File: config.mk
export PLATFORM = sky130hd
export DESIGN_NAME = compare_window_bank
export DESIGN_NICKNAME = d
export VERILOG_FILES = /design/src/rtl/compare_window_bank_pkg.sv /design/src/rtl/compare_window_bank_channel.sv /design/src/rtl/compare_window_bank.sv
export SDC_FILE = /design/constraint.sdc
export NUM_CORES = 1
export LEC_CHECK = 0
export CORE_MARGIN = 5
export CORE_UTILIZATION = 55
export DETAILED_ROUTE_END_ITERATION = 8
export PLACE_DENSITY = 0.79
export SETUP_SLACK_MARGIN = 0.2
export SLEW_MARGIN = 20
export SYNTH_ARGS = -nofsm -noshare
export SYNTH_HDL_FRONTEND = slang
export SYNTH_SLANG_ARGS = --single-unit
File: constraint.sdc
create_clock -name clk -period 4 [get_ports clk]
set_clock_uncertainty 0.2 [all_clocks]
set_input_delay 0.8 -clock clk [delete_from_list [all_inputs] [get_ports clk]]
set_output_delay 0.8 -clock clk [all_outputs]
set_load 0.005 [all_outputs]
File: src/rtl/compare_window_bank_pkg.sv
// compare_window_bank_pkg: shared limits and priority-encoder helper for the comparator bank
package compare_window_bank_pkg;
  localparam int CHANNELS_MAX = 8;
  function automatic int unsigned lowest_set(input logic [CHANNELS_MAX-1:0] v);
    int unsigned idx = 0;
    for (int i = CHANNELS_MAX - 1; i >= 0; i--) if (v[i]) idx = unsigned'(i);
    return idx;
  endfunction
endpackage

File: src/rtl/compare_window_bank_channel.sv
// compare_window_bank_channel: one runtime-programmable masked equality comparator
module compare_window_bank_channel #(
  parameter int WIDTH = 9
) (
  input  logic             clk,
  input  logic             reset,
  input  logic             cfg_wr,
  input  logic             cfg_enable,
  input  logic [WIDTH-1:0] cfg_value,
  input  logic [WIDTH-1:0] cfg_mask,
  input  logic [WIDTH-1:0] value,
  output logic             hit
);
  logic             enable_q, enable_d;
  logic [WIDTH-1:0] value_q, value_d;
  logic [WIDTH-1:0] mask_q, mask_d;
  // load new config on a write strobe, otherwise hold
  always_comb begin
    enable_d = cfg_wr ? cfg_enable : enable_q;
    value_d  = cfg_wr ? cfg_value : value_q;
    mask_d   = cfg_wr ? cfg_mask : mask_q;
  end
  // config registers; a compare on the write edge still sees the old config
  always_ff @(posedge clk or posedge reset) begin
    if (reset) begin
      enable_q <= 1'b0;
      value_q  <= '0;
      mask_q   <= '0;
    end else begin
      enable_q <= enable_d;
      value_q  <= value_d;
      mask_q   <= mask_d;
    end
  end
  assign hit = enable_q && (((value ^ value_q) & mask_q) == '0);
endmodule

File: src/rtl/compare_window_bank.sv
// compare_window_bank: bank of masked comparators with registered hit vector, priority index and sticky flags
module compare_window_bank
  import compare_window_bank_pkg::*;
#(
  parameter int WIDTH    = 9,
  parameter int CHANNELS = 4,
  parameter int INDEX_W  = 3
) (
  input  logic                clk,
  input  logic                reset,
  input  logic                cfgWrite,
  input  logic [INDEX_W-1:0]  cfgChannel,
  input  logic                cfgEnable,
  input  logic [WIDTH-1:0]    cfgValue,
  input  logic [WIDTH-1:0]    cfgMask,
  input  logic                inValid,
  input  logic [WIDTH-1:0]    value,
  input  logic                clearHits,
  output logic                outValid,
  output logic [CHANNELS-1:0] matchVector,
  output logic                matchAny,
  output logic [INDEX_W-1:0]  matchIndex,
  output logic [CHANNELS-1:0] hitFlags
);
  logic [CHANNELS-1:0]     hit_vec;
  logic [CHANNELS_MAX-1:0] hit_pad;
  logic                    out_valid_q, out_valid_d;
  logic [CHANNELS-1:0]     match_vector_q, match_vector_d;
  logic                    match_any_q, match_any_d;
  logic [INDEX_W-1:0]      match_index_q, match_index_d;
  logic [CHANNELS-1:0]     hit_flags_q, hit_flags_d;

  for (genvar g = 0; g < CHANNELS; g++) begin : g_ch
    compare_window_bank_channel #(.WIDTH(WIDTH)) u_ch (
      .clk       (clk),
      .reset     (reset),
      .cfg_wr    (cfgWrite && cfgChannel == INDEX_W'(g)),
      .cfg_enable(cfgEnable),
      .cfg_value (cfgValue),
      .cfg_mask  (cfgMask),
      .value     (value),
      .hit       (hit_vec[g])
    );
  end

  // next result: zeroed when the input is not valid; flags set wins over clear
  always_comb begin
    hit_pad = '0;
    hit_pad[CHANNELS-1:0] = hit_vec;
    out_valid_d    = inValid;
    match_vector_d = inValid ? hit_vec : '0;
    match_any_d    = |match_vector_d;
    match_index_d  = inValid ? INDEX_W'(lowest_set(hit_pad)) : '0;
    hit_flags_d    = (clearHits ? '0 : hit_flags_q) | (out_valid_q ? match_vector_q : '0);
  end

  // result pipeline and sticky flags, cleared asynchronously
  always_ff @(posedge clk or posedge reset) begin
    if (reset) begin
      out_valid_q    <= 1'b0;
      match_vector_q <= '0;
      match_any_q    <= 1'b0;
      match_index_q  <= '0;
      hit_flags_q    <= '0;
    end else begin
      out_valid_q    <= out_valid_d;
      match_vector_q <= match_vector_d;
      match_any_q    <= match_any_d;
      match_index_q  <= match_index_d;
      hit_flags_q    <= hit_flags_d;
    end
  end

  assign outValid    = out_valid_q;
  assign matchVector = match_vector_q;
  assign matchAny    = match_any_q;
  assign matchIndex  = match_index_q;
  assign hitFlags    = hit_flags_q;
endmodule

==> summary.md <==
| Metric | Value |
|---|---|
| GRT overflow | `0` |
| Fin crit share | `0.604` |
| Die ar. | `approximately 0.0087 mm^2` |
| CTS tree | `built` |
| Post-CTS Setup Inserts | `0` |
| Initial DRC count | `~110` |
| Critical Path Source Type | `primary input` |
| Hold buffers post-CTS | `0` |
| Mapped Area | `approximately 0.0038 mm^2` |
| Post-Route WL | `about 7000 um` |
| Least-Margin Pin Slew | `0.817 ns` |
| CP Max Fanout | `4` |
| Final slew viol count | `0` |
| Root Buffer | `clkbuf_8` |
| Critical Path Stages | `7` |
| RSZ-0062 raised after global routing | `false` |
| Num CTS Buffers | `9` |
| Type of the worst min-delay path | `register to register` |
| Fin Setup TNS | `0 ns` |
| Vias in the first global route | `approximately 2400` |
| Synthesized area per cell | `14.0 um^2` |
| Top achievable clock speed | `roughly 410 MHz` |
| Vias per cell | `approximately 5.5` |
| Number of nets in the layout | `~360` |
| Ys Warns | `0` |
| # port buffers | `47` |
| Syn_nets | `306` |
| Overall Global Routing Usage | `0.181` |
| CP arrival | `~2.5 ns` |
| Run status | `complete, no violations` |
| Synth Register Bits | `just under 90` |
| Per-cell routed wire length | `17.5 um` |
| Slew headroom | `0.455` |
| Core area | `around 0.0068 mm^2` |
| Synth-to-Final Area Change | `19.7%` |
| Worst setup EP type | `register` |
| Cts repair resizes | `0` |
| Depth of the most critical reg-to-reg path | `6` |
| GP Congestion | `between 0.7 and 0.8` |
| Die W | `93.0 um` |
| First-pass GRT wire length | `between 10000 and 15000 um` |
| Slowest CP cell | `clkdlybuf4s50_1` |
| Hold Fails Final Rpt | `0` |
| Synth Instances | `270` |
| # rows | `30` |
| Dpl ws | `approximately 1.2 ns` |
| Clock buffer depth | `2` |
| Max_cap viols | `0` |
| Critical Setup Path Class | `primary input to register` |
| Die height | `~93 um` |
| Detailed Place HPWL | `5160 um` |
| Initial Util | `0.561` |
| Clk sinks | `88` |
| Final setup vio count | `0` |
| Register area share after synthesis | `0.581` |
| CP cell instances | `clkdlybuf4s50_1 -> xor2_1 -> a22oi_1 -> nand4_1 -> nor2_1 -> o21ai_0 -> a21oi_1` |
| CP bufs+invs | `1` |
| Layout cells sized above 1 | `0.303` |
| Required @ worst endpoint | `between 4 and 5 ns` |
| Period minus WS final | `2.42 ns` |
| Via count | `2250` |
| Final WS setup | `around 1.6 ns` |
| CP delay by family, top | `compound AO/OA/AOI/OAI gates` |
| Worst-skew pair later-pin latency | `roughly 0.35 ns` |
| Initial antenna violation count | `0` |
| Final Core Density | `0.671` |
| Max H-tree Level | `3` |
| WHS Path Cells | `2` |
| Largest net degree at the start of global routing | `48` |
| Remaining DRCs | `0` |
| Antenna diodes | `0` |
| Ports | `between 40 and 50` |
| Yosys cell types | `21` |
| Leak | `1.95 nW` |
| Critical Path Max Stage Delay | `between 0.5 and 0.6 ns` |
| Antenna-violating nets left | `0` |
| Worst VDD drop | `~0.00025 V` |
| Clock slew at reported path FFs | `0.09 ns` |
| PwrDens | `about 490 mW/mm^2` |
| TritonRoute pass-1 iters | `4` |
==> kinds of logic after synthesis <==
| kind of cell | after synthesis | share of synthesized area |
|---|---|---|
| AO/OA/AOI/OAI | 24 | 0.0439 |
| multiplexers | 76 | 0.226 |
| buffers and inverters | 15 | 0.0205 |
| XOR/XNOR | 36 | 0.0832 |
| flip-flops | 88 | 0.581 |
| other | 1 | 0.000989 |
| AND/OR/NAND/NOR | 30 | 0.0446 |
==> worst paths after layout <==
check | from | end | slack, ns
max | value[7] | matchIndex[0] | 1.58
max in group asynchronous | reset | g_ch[0].u_ch.value_q[6] | 2.23
min | matchVector[1] | hitFlags[1] | 0.29
min reg2reg | matchVector[1] | hitFlags[1] | 0.29
max reg2reg | g_ch[3].u_ch.value_q[7] | matchIndex[0] | 2.20
min in group asynchronous | reset | g_ch[0].u_ch.mask_q[8] | 0.70
==> Yosys cell counts <==
| cell type | count | area share |
|---|---|---|
| o41a_1 | 1 | 0.0030 |
| mux2_2 | 76 | 0.23 |
| buf_4 | 4 | 0.0079 |
| nand4_1 | 3 | 0.0050 |
| buf_2 | 5 | 0.0066 |
| dfrtp_1 | 88 | 0.58 |
| nor2_1 | 5 | 0.0050 |
| and2_1 | 3 | 0.0050 |
| a22oi_1 | 16 | 0.032 |
| xor2_1 | 36 | 0.083 |
| conb_1 | 1 | 0.00099 |
| and2_2 | 1 | 0.0020 |
| nand2_1 | 12 | 0.012 |
| o21ai_0 | 6 | 0.0079 |
| nor4b_1 | 1 | 0.0023 |
| nand4_2 | 1 | 0.0033 |
| a21oi_1 | 1 | 0.0013 |
| and4bb_2 | 2 | 0.0066 |
| nand4b_1 | 1 | 0.0023 |
| inv_1 | 6 | 0.0059 |
| nor3_1 | 1 | 0.0013 |
==> placed cells by master (no fill, tap or decap) <==
cell type and n:
nor3_1 1, bufinv_16 1, xor2_1 36, and2_2 1
a21oi_1 1, clkdlybuf4s50_1 47, dfrtp_1 88, nand4b_1 1
clkbuf_8 9, nand4_2 1, clkbuf_1 2, clkinv_2 2
clkinvlp_4 3, nor4b_2 1, o21ai_0 6, conb_1 1
buf_12 1, a22oi_1 16, mux2_2 76, inv_1 5
buf_4 2, o41a_1 1, nand2_1 12, and2_1 3
nor2_1 5, and4bb_2 2, nand4_1 3
==> power breakdown <==
group	internal (mW)	leakage, nW	switching (mW)	total [mW]
Clock	0.288	0.0856	0.304	0.592
Combinational	0.265	0.784	0.184	0.449
Sequential	1.07	1.08	0.105	1.18
==> worst reg2reg max path: stages, from the launching register on <==
cell,delay (ns)
dfrtp_1,0.39
xor2_1,0.18
a22oi_1,0.24
nand4_1,0.13
nor2_1,0.25
o21ai_0,0.17
a21oi_1,0.18
==> sequential cells by signal, indices dropped and copies added, names as in the netlist <==
signal              cells
g_ch.u_ch.enable_q      4
matchAny                1
hitFlags                4
matchVector             4
g_ch.u_ch.mask_q       36
outValid                1
g_ch.u_ch.value_q      36
matchIndex              2
==> metrics by stage <==
stage / cells / instance area, um^2 / hold WS [ns] / power [mW]
floorplan: 270 / 3790 / 0.273 / 1.47
detailed placement: 391 / 4350 / 0.271 / 1.65
global route: 407 / 4540 / 0.320 / 2.34
CTS: 407 / 4540 / 0.291 / 2.24
finish: 407 / 4540 / 0.286 / 2.22
global placement: 391 / 4350 / 0.267 / 1.63
==> routing by layer <==
metal	global-route usage	up-vias	wire, um	share of wire
li1	-	1053	-	-
met1	0.248	1138	3370	0.47
met2	0.282	48	3340	0.47
met3	0.0386	11	306	0.043
met4	0.0708	0	121	0.017
met5	0	-	0	0
==> area by class of cell <==
| type | count | area [um^2] |
|---|---|---|
| multi-input cells | 167 | 1520 |
| clock buffers | 11 | 131 |
| fillers | 502 | 2220 |
| inverters | 6 | 23.8 |
| clock inverters | 5 | 57.6 |
| well taps | 80 | 100 |
| flip-flops and latches | 88 | 2200 |
| repair buffers | 50 | 505 |
(Power assumes the default switching activity.)
